[src/rtl/imem_loader.sv]
// imem_loader: receives a framed byte stream and writes 16-bit instruction
// words into instruction memory while holding the CPU in reset.
// Frame: SYNC_BYTE, word count N (0 means 256), N x {high byte, low byte},
// then an XOR checksum byte when LOADER_CHECKSUM_EN is defined.
// Without LOADER_CHECKSUM_EN the checksum state and accumulator are absent
// and err is tied low.
module imem_loader #(
    parameter logic [7:0] SYNC_BYTE  = 8'hA5,
    parameter logic [7:0] START_ADDR = 8'h00
) (
    input  logic        clk,
    input  logic        rst_n,
    input  logic        in_valid,
    input  logic [7:0]  in_data,
    output logic        in_ready,
    input  logic        abort,
    output logic        wr_en,
    output logic [7:0]  wr_addr,
    output logic [15:0] wr_data,
    output logic        cpu_hold,
    output logic        done,
    output logic        err
);

`ifdef LOADER_CHECKSUM_EN
    typedef enum logic [2:0] {
        S_IDLE  = 3'd0,
        S_COUNT = 3'd1,
        S_HI    = 3'd2,
        S_LO    = 3'd3,
        S_WRITE = 3'd4,
        S_CSUM  = 3'd5
    } state_t;
`else
    typedef enum logic [2:0] {
        S_IDLE  = 3'd0,
        S_COUNT = 3'd1,
        S_HI    = 3'd2,
        S_LO    = 3'd3,
        S_WRITE = 3'd4
    } state_t;
`endif

    state_t      state_q,    state_d;
    logic        in_ready_q, in_ready_d;
    logic        wr_en_q,    wr_en_d;
    logic [7:0]  wr_addr_q,  wr_addr_d;
    logic [15:0] wr_data_q,  wr_data_d;
    logic [7:0]  hi_q,       hi_d;
    // Address of the next word to be written; wr_addr only changes when a
    // complete word is ready so it stays stable between writes.
    logic [7:0]  addr_q,     addr_d;
    // Words remaining; 9 bits so a count byte of 0 can represent 256.
    logic [8:0]  cnt_q,      cnt_d;
    logic        cpu_hold_q, cpu_hold_d;
    logic        done_q,     done_d;
`ifdef LOADER_CHECKSUM_EN
    logic        err_q,      err_d;
    logic [7:0]  acc_q,      acc_d;
`endif

    logic        xfer;

    assign xfer = in_valid & in_ready_q;

    // Next-state and next-output logic for the frame parser.
    always_comb begin
        state_d    = state_q;
        wr_addr_d  = wr_addr_q;
        wr_data_d  = wr_data_q;
        hi_d       = hi_q;
        addr_d     = addr_q;
        cnt_d      = cnt_q;
        cpu_hold_d = cpu_hold_q;
        done_d     = done_q;
`ifdef LOADER_CHECKSUM_EN
        err_d      = err_q;
        acc_d      = acc_q;
`endif
        if (abort && (state_q != S_IDLE)) begin
            // Cancel wins over any byte offered in the same cycle; leaving
            // LO here is what keeps the pending write from happening.
            state_d    = S_IDLE;
            cpu_hold_d = 1'b0;
        end else begin
            case (state_q)
                S_IDLE: begin
                    if (xfer && (in_data == SYNC_BYTE)) begin
                        state_d    = S_COUNT;
                        cpu_hold_d = 1'b1;
                        done_d     = 1'b0;
                        addr_d     = START_ADDR;
`ifdef LOADER_CHECKSUM_EN
                        err_d      = 1'b0;
                        acc_d      = 8'h00;
`endif
                    end
                end
                S_COUNT: begin
                    if (xfer) begin
                        cnt_d   = {(in_data == 8'h00), in_data};
                        state_d = S_HI;
`ifdef LOADER_CHECKSUM_EN
                        acc_d   = acc_q ^ in_data;
`endif
                    end
                end
                S_HI: begin
                    if (xfer) begin
                        hi_d    = in_data;
                        state_d = S_LO;
`ifdef LOADER_CHECKSUM_EN
                        acc_d   = acc_q ^ in_data;
`endif
                    end
                end
                S_LO: begin
                    if (xfer) begin
                        wr_data_d = {hi_q, in_data};
                        wr_addr_d = addr_q;
                        state_d   = S_WRITE;
`ifdef LOADER_CHECKSUM_EN
                        acc_d     = acc_q ^ in_data;
`endif
                    end
                end
                S_WRITE: begin
                    addr_d = addr_q + 8'd1;
                    cnt_d  = cnt_q - 9'd1;
                    if (cnt_q != 9'd1) begin
                        state_d = S_HI;
                    end else begin
`ifdef LOADER_CHECKSUM_EN
                        state_d    = S_CSUM;
`else
                        state_d    = S_IDLE;
                        done_d     = 1'b1;
                        cpu_hold_d = 1'b0;
`endif
                    end
                end
`ifdef LOADER_CHECKSUM_EN
                S_CSUM: begin
                    if (xfer) begin
                        err_d      = (in_data != acc_q);
                        done_d     = 1'b1;
                        cpu_hold_d = 1'b0;
                        state_d    = S_IDLE;
                    end
                end
`endif
                default: begin
                    state_d    = S_IDLE;
                    cpu_hold_d = 1'b0;
                end
            endcase
        end
        // Strobes are registered from the next state so they line up with
        // the cycle spent in WRITE.
        wr_en_d    = (state_d == S_WRITE);
        in_ready_d = (state_d != S_WRITE);
    end

    // State and output registers with asynchronous reset.
    always_ff @(posedge clk or negedge rst_n) begin
        if (!rst_n) begin
            state_q    <= S_IDLE;
            in_ready_q <= 1'b1;
            wr_en_q    <= 1'b0;
            wr_addr_q  <= START_ADDR;
            wr_data_q  <= 16'h0000;
            hi_q       <= 8'h00;
            addr_q     <= 8'h00;
            cnt_q      <= 9'h000;
            cpu_hold_q <= 1'b0;
            done_q     <= 1'b0;
`ifdef LOADER_CHECKSUM_EN
            err_q      <= 1'b0;
            acc_q      <= 8'h00;
`endif
        end else begin
            state_q    <= state_d;
            in_ready_q <= in_ready_d;
            wr_en_q    <= wr_en_d;
            wr_addr_q  <= wr_addr_d;
            wr_data_q  <= wr_data_d;
            hi_q       <= hi_d;
            addr_q     <= addr_d;
            cnt_q      <= cnt_d;
            cpu_hold_q <= cpu_hold_d;
            done_q     <= done_d;
`ifdef LOADER_CHECKSUM_EN
            err_q      <= err_d;
            acc_q      <= acc_d;
`endif
        end
    end

    assign in_ready = in_ready_q;
    assign wr_en    = wr_en_q;
    assign wr_addr  = wr_addr_q;
    assign wr_data  = wr_data_q;
    assign cpu_hold = cpu_hold_q;
    assign done     = done_q;
`ifdef LOADER_CHECKSUM_EN
    assign err      = err_q;
`else
    assign err      = 1'b0;
`endif

endmodule

[config.mk]
export PLATFORM = sky130hd
export DESIGN_NAME = imem_loader
export DESIGN_NICKNAME = d
export VERILOG_FILES = /design/src/rtl/imem_loader.sv
export SDC_FILE = /design/constraint.sdc
export NUM_CORES = 1
export LEC_CHECK = 0
export CAP_MARGIN = 10
export CORE_ASPECT_RATIO = 0.7
export CORE_MARGIN = 5
export CORE_UTILIZATION = 42
export DETAILED_ROUTE_END_ITERATION = 8
export PLACE_DENSITY_LB_ADDON = 0.05
export REMOVE_ABC_BUFFERS = 1
export SYNTH_ARGS = -nofsm -noshare
export SYNTH_HDL_FRONTEND = slang
export SYNTH_SLANG_ARGS = --single-unit
[constraint.sdc]
create_clock -name clk -period 2.2 [get_ports clk]
set_clock_uncertainty 0.15 [all_clocks]
set_input_delay 0.55 -clock clk [delete_from_list [all_inputs] [get_ports clk]]
set_output_delay 0.55 -clock clk [all_outputs]
set_load 0.05 [all_outputs]
==> results of run 1 <==
## final timing paths
check	startpoint	cells past startpoint	slack [ns]	end
setup / recovery	wr_addr[0]$_DFFE_PN0P_	1	0.05	wr_addr[0]
hold reg to reg	wr_addr[7]$_DFFE_PN0P_	1	0.36	wr_addr[7]$_DFFE_PN0P_
setup reg to reg	cnt_q[1]$_DFFE_PN0P_	6	0.05	cnt_q[8]$_DFFE_PN0P_
max in group asynchronous	rst_n	3	0.76	in_ready$_DFF_PN1_
min in group asynchronous	rst_n	2	0.52	wr_data[6]$_DFFE_PN0P_
hold / removal	wr_addr[7]$_DFFE_PN0P_	1	0.36	wr_addr[7]$_DFFE_PN0P_
## cells in the final DEF, fill, tap and decap left out, types with 4 or more instances in the layout
cell type,count
dfrtp_1,55
buf_4,50
mux2_2,32
nor2_1,20
o21ai_0,15
clkdlybuf4s50_1,12
a21oi_1,10
nand2_1,6
inv_1,6
nor3_1,6
nand4_1,5
xor2_1,5
clkbuf_8,5
nand2b_1,4
dlymetal6s2s_1,4
## routing by layer
| layer | track usage | up-vias |
|---|---|---|
| met2 | 0.216 | 34 |
| met3 | 0.0364 | 2 |
| met5 | 0 | - |
| li1 | - | 924 |
| met1 | 0.242 | 916 |
| met4 | 0.0262 | 0 |
## kinds of logic (layout without fill, tap and decap cells)
kind of cell,Yosys count,after routing,share of synthesized area
AOI/OAI and AO/OA,39,39,0.0909
xor gates and xnor gates,5,5,0.0170
muxes,34,34,0.148
DFF,56,56,0.545
buffers and inverters,16,84,0.0282
adders and majority gates,3,3,0.0146
and+or+nand+nor,64,64,0.155
other,1,1,0.00146
## flip-flops by register name (all words and copies together) (netlist names)
name	flops
state_q	3
hi_q	8
wr_addr	8
wr_data	16
wr_en	1
addr_q	8
cnt_q	9
done	1
in_ready	1
cpu_hold	1
## what timing repair did
action / 4_1_cts / 5_1_grt
hold buffers: 1 / 0
setup endpoints to repair: 0 / 5
hold endpoints to repair: 4 / 0
resized for setup: 0 / 6
## final cells by class
cell class              count  area, µm²
clock buffers               6       72.6
clock inverters             2       38.8
fillers                   507       2500
inverters                   6       22.5
multi-input cells         146       1110
flip-flops and latches     56       1400
well taps                  75       93.8
repair buffers             70        601
## through the flow
| step | worst slack, ns | area (µm²) |
|---|---|---|
| final | 0.0485 | 3340 |
| after global routing | 0.000923 | 3340 |
| after floorplan | -0.101 | 2520 |
| after global placement | -0.123 | 3200 |
| after CTS | 0.0126 | 3320 |
| after detailed placement | -0.138 | 3200 |
## power groups by stage
stage,sequential [mW],clock [mW],combinational (mW)
floorplan,1.10,0,0.0644
global route,1.07,0.747,0.189
global placement,1.09,0,0.168
CTS,1.07,0.713,0.171
detailed placement,1.09,0,0.169
finish,1.07,0.686,0.170
==> flow_metrics.py, run 1 <==
metrics = {
    "critical_path": {
        "endpoint_kind": "output port",
        "crit_path_max_fanout": 2,
        "arrival_ns": 1.45,
        "crit_family": "buffers and inverters",
        "crit_type": "flop to output port",
        "critPathBufInv": 1,
        "startpoint_type": "flop",
        "worst_ep_required_time_ns": 1.50,
        "max_stage_delay_ns": 0.80,
        "crit_chain": "clkdlybuf4s50_1",
        "crit_slowest_cell": "clkdlybuf4s50_1",
    },
    "synthesis": {
        "syn_area_um2": 2570,
        "ys_ff_latch": 56,
        "yosysSeqAreaShare": 0.545,
        "synth-edff-count": 0,
        "synth_cells": 218,
        "syn_area_per_cell_um2": 11.8,
        "synth.most_common_cell": "dfrtp_1",
        "ys_warn_count": 0,
        "yosysTopAreaCell": "dfrtp_1",
        "synth_commonest_cells": "55 x dfrtp_1, 32 x mux2_2, 20 x nor2_1, 15 x o21ai_0, 11 x a21oi_1",
        "synthFlopType": "dfrtp_1",
        "ys_async_sr_fraction": 1.00,
        "yosysUniqueCellTypes": 42,
        "synth_area_leaders": "dfrtp_1 53%, mux2_2 14%, nor2_1 2.9%",
        "synth.top_cell.area_share": 0.534,
    },
    "worst_hold_path": {
        "hold_class": "flop to flop",
    },
    "sta": {
        "setup_violations": 0,
        "slew_violations": 0,
        "period_share": 0.978,
        "rsz0062_at_grt": "no",
        "slew_headroom": 0.573,
        "whs_ns": 0.363,
        "finalCriticalPeriod_ns": 2.15,
        "hold_viol": 0,
        "fmaxAchievable_mhz": 465,
        "tightest_slew_ns": 0.639,
        "setup_tns_ns": 0,
    },
    "drt": {
        "routed-wl-met2_mm": 2.33,
        "vias": 1876,
        "drc": 0,
        "wl_per_cell_um": 15.8,
        "drtAntennaViolNets": 0,
        "wl_met3_um": 257,
        "wirelength_mm": 5.71,
        "drt_iter0_drc": 52,
        "wl_met1_mm": 3.11,
        "top_layer": "met4",
        "drtPass1Iterations": 4,
        "avgViaCountPerCell": 5.20,
    },
    "clocking": {
        "clock_path_buffers": 2,
        "clk-insertion-delay-late_ns": 0.31,
        "cts.clk_slew.worst_paths_ns": 0.10,
        "cts_made_buffers": 5,
        "h-tree-depth": 2,
        "post-cts-setup-buffer-count": 0,
        "cts-root-buf": "clkbuf_8",
        "cts_tree": "yes",
        "clock_sinks": 56,
    },
    "floorplan": {
        "die_w_um": 104,
        "core_area_um2": 5840,
        "dieHeight_um": 75.5,
        "die_area_um2": 7820,
        "initial_core_util": 0.441,
        "io-pin-count": 41,
        "rows": 23,
    },
    "place": {
        "io_buffers": 39,
        "routabilityCongestion": 0.770,
        "dp.cells": 352,
        "dp_hpwl_mm": 4.20,
    },
    "layout": {
        "synthToLayoutAreaGrowth_pct": 29.6,
        "layout-drive-gt1-share": 0.353,
        "fin_cells": 361,
        "n_antenna_cell": 0,
        "nNetsFinal": 300,
        "final_util": 0.571,
    },
    "pwr": {
        "p_total_mw": 1.93,
        "peakVddDrop_v": 0.000266,
        "p_clk_frac": 0.356,
        "power.switching_mw": 0.451,
        "power.leakage_nw": 1.73,
        "switching_share": 0.234,
        "intPower_mw": 1.48,
        "power_density_nw_per_um2": 578,
        "power_frac_comb": 0.088,
        "pwr-share-seq": 0.556,
    },
    "global_routing": {
        "grt_first_pass_wirelength_mm": 9.65,
        "grt_pass1_vias": 1880,
        "track_usage": 0.154,
        "globalRouteOverflowTotal": 0,
        "grt_max_degree": 42,
        "grt_antenna_before_repair": 0,
    },
    "run_status": {
        "status": "completed",
    },
    "job": {
        "cap_violations": 0,
    },
}
No activity file was read; power rests on OpenSTA's default activity.
==> inputs of run 2 (changes only) <==
--- a/config.mk
+++ b/config.mk
@@ -8,7 +8,7 @@
 export CAP_MARGIN = 10
 export CORE_ASPECT_RATIO = 0.7
 export CORE_MARGIN = 5
-export CORE_UTILIZATION = 42
+export CORE_UTILIZATION = 53
 export DETAILED_ROUTE_END_ITERATION = 8
 export PLACE_DENSITY_LB_ADDON = 0.05
 export REMOVE_ABC_BUFFERS = 1
==> run 2 against run 1 <==
Die area decreased by 19%. Non-clock buffer count down 1. Fmax decreased by 0.54%. Sequential power is essentially flat. Sequential share of layout area grew 0.33 points. Utilization rose by 13 points. Count of clock-buffer cells in the layout decreased by 1. Worst setup slack lost 0.012 ns. Register-to-register slack gained 0.10 ns. Wire length is 0.79% lower. Flip-flop and latch count unchanged. Critical path type unchanged.
==> flow_metrics.py, run 2 (synthesis results as in run 1) <==
metrics = {
    "critical_path": {
        "timing.rr.end": "cnt_q[8]$_DFFE_PN0P_",
        "max_stage_delay_ns": 0.81,
        "rr_startpoint": "cnt_q[1]$_DFFE_PN0P_",
        "crit_path_max_fanout": 2,
        "crit_family": "buffers and inverters",
        "crit_slowest_cell": "clkdlybuf4s50_1",
        "crit_type": "flop to output port",
        "startpoint_type": "flop",
        "cp_num_cells": 1,
        "endpoint_kind": "output port",
        "cp-endpoint": "wr_data[1]",
        "r2r_slack_ns": 0.15,
        "worst_ep_required_time_ns": 1.50,
        "r2r_cells": 6,
        "critPathBufInv": 1,
        "startpoint": "wr_data[1]$_DFFE_PN0P_",
        "arrival_ns": 1.46,
        "crit_chain": "clkdlybuf4s50_1",
    },
    "global_routing": {
        "grt_max_degree": 26,
        "grt_pass1_vias": 1877,
        "grt_antenna_before_repair": 0,
        "grt_first_pass_wirelength_mm": 9.54,
        "globalRouteOverflowTotal": 0,
        "track_usage": 0.195,
    },
    "layout": {
        "largest_reg_flops": 16,
        "fillers": 346,
        "fin_cells": 342,
        "final_cell_mix": "55 x dfrtp_1, 48 x buf_4, 32 x mux2_2, 19 x nor2_1, 15 x o21ai_0",
        "mostFrequentLayoutCell": "dfrtp_1",
        "nNetsFinal": 299,
        "multi_input_area_um2": 1100,
        "synthToLayoutAreaGrowth_pct": 28.6,
        "layout-drive-gt1-share": 0.347,
        "regArea_um2": 1400,
        "n_antenna_cell": 0,
    },
    "drt": {
        "wirelength_mm": 5.66,
        "drtPass1Iterations": 7,
        "drtAntennaViolNets": 0,
        "wl_per_cell_um": 16.6,
        "drt_iter0_drc": 85,
        "avgViaCountPerCell": 5.70,
        "drc": 0,
        "vias": 1949,
    },
    "floorplan": {
        "die_w_um": 93.3,
        "initial_core_util": 0.544,
        "die_area_um2": 6370,
        "io-pin-count": 41,
        "core_area_um2": 4730,
        "rows": 21,
        "dieHeight_um": 68.3,
    },
    "sta": {
        "rsz0062_at_grt": "no",
        "hold_viol": 0,
        "period_share": 0.983,
        "slew_headroom": 0.530,
        "finalCriticalPeriod_ns": 2.16,
        "slew_violations": 0,
        "whs_ns": 0.00568,
        "setup_violations": 0,
        "tightest_slew_ns": 0.703,
        "setup_tns_ns": 0,
        "fmaxAchievable_mhz": 462,
    },
    "run_status": {
        "status": "completed",
    },
    "clocking": {
        "cts.clk_slew.worst_paths_ns": 0.10,
        "cts-root-buf": "clkbuf_8",
        "cts_made_buffers": 5,
        "h-tree-depth": 2,
        "clock_sinks": 56,
        "clock_path_buffers": 2,
        "post-cts-setup-buffer-count": 0,
        "cts_hold_buf": 0,
        "ctsResizeCount": 1,
        "cts_tree": "yes",
        "clk-insertion-delay-late_ns": 0.31,
    },
    "place": {
        "io_buffers": 39,
        "dp.cells": 334,
        "dp_hpwl_mm": 4.20,
        "routabilityCongestion": 0.824,
    },
    "pwr": {
        "power.leakage_nw": 1.74,
        "power_density_nw_per_um2": 584,
        "peakVddDrop_v": 0.000461,
    },
    "job": {
        "cap_violations": 0,
    },
    "worst_hold_path": {
        "hold_class": "input port to async pin",
    },
}
[run 2: area by class of cell]
class | count | share of cell area
clock buffers | 5 | 0.0208
clock inverters | 3 | 0.0140
inverters | 6 | 0.00680
multi-input cells | 146 | 0.333
flip-flops and latches | 56 | 0.424
well taps | 57 | 0.0215
repair buffers | 69 | 0.180
[run 2: stage by stage]
stage	setup slack [ns]	cell area (µm²)	power (mW)	utilization
after global placement	-0.174	3180	1.26	0.673
after floorplan	-0.101	2520	1.16	-
final	0.0369	3310	1.93	0.700
after detailed placement	-0.213	3180	1.26	0.673
after global routing	0.00237	3310	2.01	0.700
after CTS	0.0120	3300	1.95	0.697
[run 2: worst min path at each step]
stage                                         to  depth (start not counted)              startpoint  slack [ns]
after floorplan            addr_q[0]$_DFFE_PN0P_                          0                   rst_n        0.10
after detailed placement  wr_data[6]$_DFFE_PN0P_                          1                   rst_n        0.35
after CTS                 wr_data[6]$_DFFE_PN0P_                          1                   rst_n        0.01
final                     wr_data[6]$_DFFE_PN0P_                          1                   rst_n       0.006
after global routing      wr_data[6]$_DFFE_PN0P_                          1                   rst_n        0.03
after global placement    wr_data[0]$_DFFE_PN0P_                          1  wr_data[0]$_DFFE_PN0P_        0.34
[run 2: where the power goes]
group	switching, mW	total [mW]	internal [mW]
Sequential	0.0189	1.07	1.05
Clock	0.350	0.694	0.344
Combinational	0.0883	0.169	0.0804
Total	0.458	1.93	1.48
[run 2: metal layers]
metal  vias to the layer above  track usage  part of all wire
met5                         -            0                 0
li1                        920            -                 -
met2                        58        0.284              0.42
met3                         8       0.0462             0.061
met1                       963        0.297              0.51
met4                         0       0.0384            0.0074
